### config.mk
export PLATFORM = sky130hd
export DESIGN_NAME = isa_camac_bus_bridge
export DESIGN_NICKNAME = d
export VERILOG_FILES = /design/src/rtl/sm2201_bridge_pkg.sv /design/src/rtl/isa_camac_bus_bridge_strobe_detect.sv /design/src/rtl/isa_camac_bus_bridge.sv
export SDC_FILE = /design/constraint.sdc
export NUM_CORES = 1
export LEC_CHECK = 0
export CORE_AREA = 2 2 142 144
export CTS_BUF_LIST = sky130_fd_sc_hd__clkbuf_4 sky130_fd_sc_hd__clkbuf_8
export CTS_CLUSTER_SIZE = 25
export DETAILED_ROUTE_END_ITERATION = 16
export DIE_AREA = 0 0 144 146
export GPL_TIMING_DRIVEN = 0
export PLACE_DENSITY_LB_ADDON = 0.1
export SLEW_MARGIN = 20
export SYNTH_ARGS = -nofsm -noshare
export SYNTH_HDL_FRONTEND = slang
export SYNTH_HIERARCHICAL = 1
export SYNTH_SLANG_ARGS = --single-unit
### constraint.sdc
create_clock -name isa_clk -period 2.9 [get_ports isa_clk]
set_input_delay 0.58 -clock isa_clk [delete_from_list [all_inputs] [get_ports isa_clk]]
set_output_delay 0.58 -clock isa_clk [all_outputs]
set_load 0.01 [all_outputs]
### src/rtl/sm2201_bridge_pkg.sv
// sm2201_bridge_pkg: shared types, status bit positions and window decode for the ISA-CAMAC bridge
package sm2201_bridge_pkg;
    typedef enum logic [1:0] {IDLE, CB_STROBE, CB_WAIT, HOLD} state_t;
    localparam int ST_TMO = 0;
    localparam int ST_BUSY = 1;
    localparam int ST_LAM = 2;
    localparam logic [7:0] TMO_FILL = 8'hFF;
    typedef struct packed {
        logic hit;
        logic status;
        logic hi;
        logic [7:0] ch;
    } dec_t;
    function automatic dec_t decode(input logic [9:0] addr, input logic [9:0] base, input int unsigned n);
        dec_t d;
        logic [9:0] off;
        off = addr - base;
        d.hit = (addr >= base) && (off <= 10'(2 * n));
        d.status = off == 10'(2 * n);
        d.hi = off[0];
        d.ch = 8'(off >> 1);
        return d;
    endfunction
endpackage

### src/rtl/isa_camac_bus_bridge_strobe_detect.sv
// isa_strobe_detect: registers ISA ior/iow and flags their falling (start) and rising (release) edges
module isa_strobe_detect (
    input  logic clk,
    input  logic rst,
    input  logic ior,
    input  logic iow,
    output logic read_start,
    output logic write_start,
    output logic read_released,
    output logic write_released
);
    logic ior_q, iow_q;
    // previous strobe levels; idle bus is high
    always_ff @(posedge clk) begin
        if (rst) begin
            ior_q <= 1'b1;
            iow_q <= 1'b1;
        end else begin
            ior_q <= ior;
            iow_q <= iow;
        end
    end
    assign read_start = ior_q & ~ior;
    assign write_start = iow_q & ~iow;
    assign read_released = ~ior_q & ior;
    assign write_released = ~iow_q & iow;
endmodule

### src/rtl/isa_camac_bus_bridge.sv
// isa_camac_bus_bridge: ISA I/O window to CAMAC read/write bridge; ISA_CAMAC_LAM_IRQ_EN enables the LAM interrupt
module isa_camac_bus_bridge import sm2201_bridge_pkg::*; #(
    parameter logic [9:0] BASE_ADDR = 10'h100,
    parameter int NUM_CHANNELS = 4,
    parameter logic [11:0] CB_ADDR_BASE = 12'h000,
    parameter int STROBE_CYCLES = 3,
    parameter int TIMEOUT_CYCLES = 32
) (
    input  logic        isa_clk,
    input  logic        isa_reset,
    input  logic        isa_ior,
    input  logic        isa_iow,
    input  logic        isa_aen,
    input  logic [9:0]  isa_addr,
    input  logic [7:0]  isa_data_in,
    output logic [7:0]  isa_data_out,
    output logic        isa_data_oe,
    output logic        isa_chrdy,
    output logic        isa_irq,
    input  logic        cb_prr,
    input  logic        cb_zk4,
    input  logic [15:0] cb_data_in,
    output logic [15:0] cb_data_out,
    output logic        cb_data_oe,
    output logic [11:0] cb_addr,
    output logic        cb_b_b1,
    output logic        cb_cx1
);
    localparam int CW = NUM_CHANNELS > 1 ? $clog2(NUM_CHANNELS) : 1;
    localparam int TW = $clog2(TIMEOUT_CYCLES + STROBE_CYCLES + 1);
    state_t state, nxt;
    dec_t dec;
    logic rd_start, wr_start, rd_rel, wr_rel;
    logic go_rd, go_wr, cb_go, rel, out, cb_act, ack, tmo_hit, fin, lam;
    logic is_rd, st, gone, tmo;
    logic [CW-1:0] ch, dch;
    logic [TW-1:0] cnt;
    logic [7:0] rd_data, status_val;
    logic [11:0] addr_q;
    logic [15:0] wdata;
    logic [7:0] shadow [NUM_CHANNELS];
    logic [15:0] latch [NUM_CHANNELS];

    isa_strobe_detect u_det (
        .clk(isa_clk),
        .rst(isa_reset),
        .ior(isa_ior),
        .iow(isa_iow),
        .read_start(rd_start),
        .write_start(wr_start),
        .read_released(rd_rel),
        .write_released(wr_rel)
    );

`ifdef ISA_CAMAC_LAM_IRQ_EN
    logic [1:0] zk_s;
    // two-flop synchroniser for the asynchronous active-low LAM line
    always_ff @(posedge isa_clk) begin
        zk_s <= isa_reset ? 2'b11 : {zk_s[0], cb_zk4};
    end
    assign lam = ~zk_s[1];
`else
    logic unused_zk4;
    assign unused_zk4 = cb_zk4;
    assign lam = 1'b0;
`endif

    assign dec = decode(isa_addr, BASE_ADDR, NUM_CHANNELS);
    assign dch = CW'(dec.ch);

    // start qualification, cycle completion and next-state selection
    always_comb begin
        go_rd = rd_start & ~isa_aen & dec.hit;
        go_wr = wr_start & ~rd_start & ~isa_aen & dec.hit;
        cb_go = ~dec.status & (go_rd ? ~dec.hi : dec.hi);
        rel = is_rd ? rd_rel : wr_rel;
        out = gone | rel;
        cb_act = state == CB_STROBE || state == CB_WAIT;
        ack = state == CB_WAIT && !cb_prr;
        tmo_hit = cb_act && !ack && cnt == TW'(TIMEOUT_CYCLES - 1);
        fin = ack | tmo_hit;
        status_val = '0;
        status_val[ST_TMO] = tmo;
        status_val[ST_BUSY] = state != IDLE;
        status_val[ST_LAM] = lam;
        nxt = state;
        if (state == IDLE)
            nxt = (go_rd | go_wr) ? (cb_go ? CB_STROBE : HOLD) : IDLE;
        else if (fin)
            nxt = out ? IDLE : HOLD;
        else if (state == CB_STROBE && cnt == TW'(STROBE_CYCLES - 1))
            nxt = CB_WAIT;
        else if (state == HOLD && out)
            nxt = IDLE;
    end

    assign isa_chrdy = ~cb_act;
    assign isa_data_oe = state == HOLD && is_rd && !isa_aen;
    assign isa_data_out = isa_data_oe ? rd_data : 8'h00;
    assign isa_irq = lam;
    assign cb_b_b1 = state == CB_STROBE && is_rd;
    assign cb_cx1 = state == CB_STROBE && !is_rd;
    assign cb_data_oe = cb_act && !is_rd;
    assign cb_data_out = wdata;
    assign cb_addr = addr_q;

    // cycle context, shadow/latch storage, read data and sticky timeout
    always_ff @(posedge isa_clk) begin
        if (isa_reset) begin
            state <= IDLE;
            is_rd <= 1'b0;
            st <= 1'b0;
            gone <= 1'b0;
            tmo <= 1'b0;
            ch <= '0;
            cnt <= '0;
            rd_data <= 8'h00;
            addr_q <= CB_ADDR_BASE;
            wdata <= 16'h0000;
            for (int i = 0; i < NUM_CHANNELS; i++) begin
                shadow[i] <= 8'h00;
                latch[i] <= 16'h0000;
            end
        end else begin
            state <= nxt;
            cnt <= state == IDLE ? '0 : cnt + 1'b1;
            gone <= state == IDLE ? 1'b0 : gone | rel;
            if (state == IDLE && (go_rd | go_wr)) begin
                is_rd <= go_rd;
                st <= dec.status;
                ch <= dch;
                rd_data <= dec.status ? status_val : latch[dch][15:8];
                if (cb_go)
                    addr_q <= CB_ADDR_BASE + 12'(dch);
                if (go_wr && !dec.hi && !dec.status)
                    shadow[dch] <= isa_data_in;
                if (go_wr && cb_go)
                    wdata <= {isa_data_in, shadow[dch]};
            end
            if (fin && is_rd && !out)
                rd_data <= ack ? cb_data_in[7:0] : TMO_FILL;
            if (ack && is_rd && !out)
                latch[ch] <= cb_data_in;
            if (tmo_hit)
                tmo <= 1'b1;
            else if (state == HOLD && out && is_rd && st)
                tmo <= 1'b0;
        end
    end
endmodule

# Yosys cells after proc, flatten, opt, wreduce, memory -nomap -nowiden
# Memory sizes are Yosys's and may differ from the RTL's. A register that Yosys moved wholly into a read port is not among the register bits.
# Cells that the tools add are included.
dict set report classes {
  eq_ne 6
  n_mux 31
  magnitude_cmp 2
  add_sub_neg 2
  n_reduce_logical 39
  bitwise_logic 22
}
# cell n
set op_table {}
lappend op_table {{$mux W8} 6}
lappend op_table {{$logic_and A1 B1 Y1} 21}
lappend op_table {{$mux W2} 9}
lappend op_table {{$mux W16} 1}
lappend op_table {{$reduce_or A16 Y1} 1}
lappend op_table {{$mux W1} 15}
lappend op_table {{$and A1 B1 Y1} 10}
lappend op_table {{$eq A10 B4 Y1 const B} 1}
lappend op_table {{$ge A10 B9 Y1 const B} 1}
lappend op_table {{$le A10 B4 Y1 const B} 1}
lappend op_table {{$sub A10 B9 Y10 const B} 1}
lappend op_table {{$not A1 Y1} 9}
lappend op_table {{$reduce_or A8 Y1} 1}
lappend op_table {{$logic_not A1 Y1} 7}
lappend op_table {{$add A6 B1 Y6 const B} 1}
lappend op_table {{$eq A6 B2 Y1 const B} 1}
lappend op_table {{$eq A6 B5 Y1 const B} 1}
lappend op_table {{$reduce_bool A2 Y1} 3}
lappend op_table {{$eq A2 B2 Y1 const B} 2}
lappend op_table {{$reduce_and A2 Y1} 2}
lappend op_table {{$reduce_bool A4 Y1} 1}
lappend op_table {{$or A1 B1 Y1} 3}
lappend op_table {{$eq A2 B1 Y1 const B} 1}
lappend op_table {{$logic_not A2 Y1} 1}
lappend op_table {{other kinds (2)} 2}
dict set report word_totals {
  in_bits 41
  register_bits 42
  mem_bits_rw 96
  elab_cells 116
  mem_count 2
  out_inout_bits 42
}
# memory words word_bits read_ports rd_ports_with_merged_regs write_ports line
set mem_list {}
lappend mem_list {latch 4 16 1 0 4 isa_camac_bus_bridge.sv:42} ;# logic [15:0] latch [NUM_CHANNELS];
lappend mem_list {shadow 4 8 1 1 4 isa_camac_bus_bridge.sv:41} ;# logic [7:0] shadow [NUM_CHANNELS];

# Longest topological paths before layout
dict set report depth {
  depth_word 14
  ltp_mapped 9
  depth_no_buf 7
}

# Cells and area by module
# The synthesis kept the hierarchy.
# module n_inst area_each_um2 cells_per_inst seq_area_each_um2
set by_module_without_submodules {}
lappend by_module_without_submodules {isa_camac_bus_bridge 1 4907.2 422 2722.6}
lappend by_module_without_submodules {isa_strobe_detect 1 80.1 8 40.0}

# Worst setup path before layout
# OpenSTA, ideal clock, no wires.
dict set report synth_path {
  kind {input-to-reg}
  start {in isa_addr[1]}
  end {mem shadow[0][0], enable pin}
  cell_stages 8
  setup_ns 0.329
  n_path_buf 3
  arrival_time_ns 2.709
  setup_slack_ns -0.138
  required_ns 2.571
  path_cell_list {buf_6 or4b_4 a211o_1 or3_4 buf_6 or3_1 buf_6 nand2_1}
}
# element line
set synth_rtl {}
lappend synth_rtl {{start: declaration} isa_camac_bus_bridge.sv:14} ;# input logic [9:0] isa_addr,
lappend synth_rtl {{end: declaration} isa_camac_bus_bridge.sv:41}

==> out/results.ini <==
[timing]
tightest_slew_ns=0.960
min_period_ns=2.84
relSlewSlack_pct=36.0
finalClockSkew_ns=0.0124
rsz0062_at_grt=false
setup-violations-final=0
hold_viol=0
max_freq_mhz=353
fin_crit_sh_pct=97.8
final_max_slew_viol_count=0

[critical_path]
worst-r2r-cell-count=9
critPathSlowestCell=or4b_4
worstPathRequired_ns=2.98
worstReg2RegStart=state[0]$_SDFFE_PP0P_
endpoint=shadow[0][1]$_SDFFCE_PN0P_
critPathLaunch=isa_addr[0]
critPathMaxFanout=10
end_kind=register
reg2reg_slack_ns=0.25
cp_data_arrival_time_ns=2.92
crit_chain=dlygate4sd2_1 -> or4b_4 -> a211o_1 -> or3_4 -> buf_6 -> or3_1 -> buf_8 -> nand2_8
slowest_delay_ns=0.50
rr_endpoint=shadow[0][1]$_SDFFCE_PN0P_
critPathLaunchType=input port
critical_path_class=input port to register

[grt]
grt.busiest_layer=met2
grt_first_pass_wirelength_um=20300
grt-ovfl-total=0
met2_usage_pct=21.3
grt_pass1_vias=3541
grt_util_met1_pct=17.4
track_usage_pct=13.0
antenna_found_initial=0
use_met3_pct=1.88
grt_max_degree=18

[clock_tree]
h-tree-depth=3
cts_tree=built
cts_inserted_buffers=9
clkLatencyLatePin_ns=0.38
cts_root_buf=clkbuf_8
hold_buffers=0
cts.reportedPaths.clkPinSlew_ns=0.10
clock_sinks=106
cts_buffer_depth=2

[power_and_ir_drop]
vdd.ir_drop.worst_v=0.000264
swShare_pct=22.9
p_leak_nw=2.36
p_per_area_nw_per_um2=464
power_frac_comb_pct=9.7
p_clk_share_pct=34.9
switching_power_w=0.000678
p_int_w=0.00228
power_frac_seq_pct=55.4

[floorplan]
die_w_um=144
initial_core_util_pct=25.8
die_h_um=146
core_um2=19300
rows=51
dieArea_um2=21000
io_pins=83

[synth]
synth_cells=430
syn_area_um2=4990
ys_types=53
yosys_warnings=14
yosysSeqAreaShare_pct=55.4
synth_ff_type=edfxtp_1
synthArstFlopShare_pct=0
synth_area_per_cell_um2=11.6
ys_seq_elements=106
synth_edf_count=64

[cells_and_area]
nNetsFinal=573
final_common_cell=clkdlybuf4s50_1
stdcell_area_um2=6370
syn_to_final_growth_pct=27.8
antennaDiodeCount=0
fillers=1930
fin_cells=794
drive_gt1_share_pct=17.0
final_cell_mix=clkdlybuf4s50_1, edfxtp_1, nor2_1

[worst_hold_path]
min-delay-path-class=register to register

[route]
drc=0
post_drt_via_cell_ratio=4.39
ant_nets=0
wirelength_um=13000
drt-initial-drc-count=223
wire_per_inst_um=16.4
first_pass_iters=4
vias=3482

[status]
status=finished, final reports clean

[placement]
io_buffers=68
gp_congestion=0.736
placed_cells=777
post_dp_cell_area_um2=6100
hpwl_um=9420

[run]
drv_cap=0

worst min-delay path by stage:
stage,startpoint,endpoint,cells past startpoint
3_3_place_gp,cnt[0]$_SDFF_PP0_,cnt[0]$_SDFF_PP0_,1
3_5_place_dp,cnt[0]$_SDFF_PP0_,cnt[0]$_SDFF_PP0_,1
4_1_cts,st$_SDFFE_PP0P_,st$_SDFFE_PP0P_,2
5_1_grt,cnt[0]$_SDFF_PP0_,cnt[0]$_SDFF_PP0_,1
2_1_floorplan,cnt[0]$_SDFF_PP0_,cnt[0]$_SDFF_PP0_,1
6_report,st$_SDFFE_PP0P_,st$_SDFFE_PP0P_,2
critical path: cells and delay by family:
kind	cells	cell delay, ns
buffers and inverters	3	0.65
AOI/OAI and AO/OA	1	0.36
and+or+nand+nor	4	1.33
state kept, by name, indices dropped and copies added, names as in the netlist:
name / count
cb_addr: 2
cb_data_out: 16
ch: 2
cnt: 6
gone: 1
is_rd: 1
latch: 32
rd_data: 8
shadow: 32
st: 1
state: 2
tmo: 1
u_det/ior_q: 1
u_det/iow_q: 1
Yosys cell counts (2+ instances only):
cell	count	share of area, %
edfxtp_1	64	39
nor2_1	62	4.7
dfxtp_1	42	17
and2_1	35	4.4
nand2_1	22	1.7
mux2i_1	19	3.8
inv_1	18	1.4
mux4_2	16	7.2
a21oi_1	15	1.5
clkbuf_1	13	0.98
buf_4	11	1.7
ha_1	8	2.0
nor2b_1	8	1.0
nor3_1	8	0.80
o32ai_1	8	1.4
nor2_2	7	0.88
o21ai_0	6	0.60
or2_2	6	0.75
a211o_1	3	0.53
a211oi_1	3	0.45
and3_1	3	0.38
buf_2	3	0.30
buf_6	3	0.68
mux2_2	3	0.68
nand3_1	3	0.30
nor4b_1	3	0.53
xnor2_1	3	0.53
a31o_2	2	0.35
a31oi_1	2	0.25
and2b_1	2	0.30
nand4_1	2	0.25
nor3b_1	2	0.30
nor4_1	2	0.25
or2_1	2	0.25
or3_1	2	0.25
or3b_1	2	0.35
metrics by stage:
stage	hold WS, ns	total power, W	util [%]	TNS (ns)	worst slack, ns
after floorplan	0.430	0.00183	-	0	0.0254
after global placement	0.444	0.00195	31.3	-93.69	-1.12
after detailed placement	0.454	0.00196	31.5	-48.27	-0.843
after CTS	0.476	0.00300	32.9	0	0.00279
after global routing	0.499	0.00308	33.0	0	0.00945
final	0.470	0.00296	33.0	0	0.0633
timing repair:
action	CTS	global route
setup buffers	1	1
gates resized for setup	11	6
setup endpoints to repair	65	29
pin swaps	1	1
power by group through the flow:
stage	sequential [W]	clock, W	combinational [W]
2_1_floorplan	0.00167	0	0.000159
3_3_place_gp	0.00167	0	0.000284
3_5_place_dp	0.00167	0	0.000287
4_1_cts	0.00164	0.00107	0.000290
5_1_grt	0.00164	0.00113	0.000316
6_report	0.00164	0.00103	0.000288
final cells by class:
type	count	area, um2	share of cell area, %
plain buffers	30	186	2.93
clock buffers	11	145	2.28
clock inverters	5	78.8	1.24
inverters	18	67.6	1.06
multi-input cells	285	2090	32.8
flip-flops and latches	106	2760	43.4
well taps	265	332	5.20
repair buffers	74	713	11.2
per-layer routing:
layer,routed length (um),part of all wire [%],vias up
met5,0,0,-
met4,203,1.6,0
met3,703,5.4,12
met2,6190,48,109
met1,5920,45,1664
li1,-,-,1697
logic make-up (layout without fill, tap and decap cells):
family	count (synthesis)	count (layout)	synth area share, %
AOI/OAI and AO/OA	46	46	6.35
other	1	11	0.0752
DFF	106	106	55.4
xor gates and xnor gates	4	4	0.703
and+or+nand+nor	178	178	18.7
adders and majority gates	8	8	2.01
muxes	38	38	11.7
buffers and inverters	49	138	5.04
Note: power is estimated with default switching activity, not from simulation.
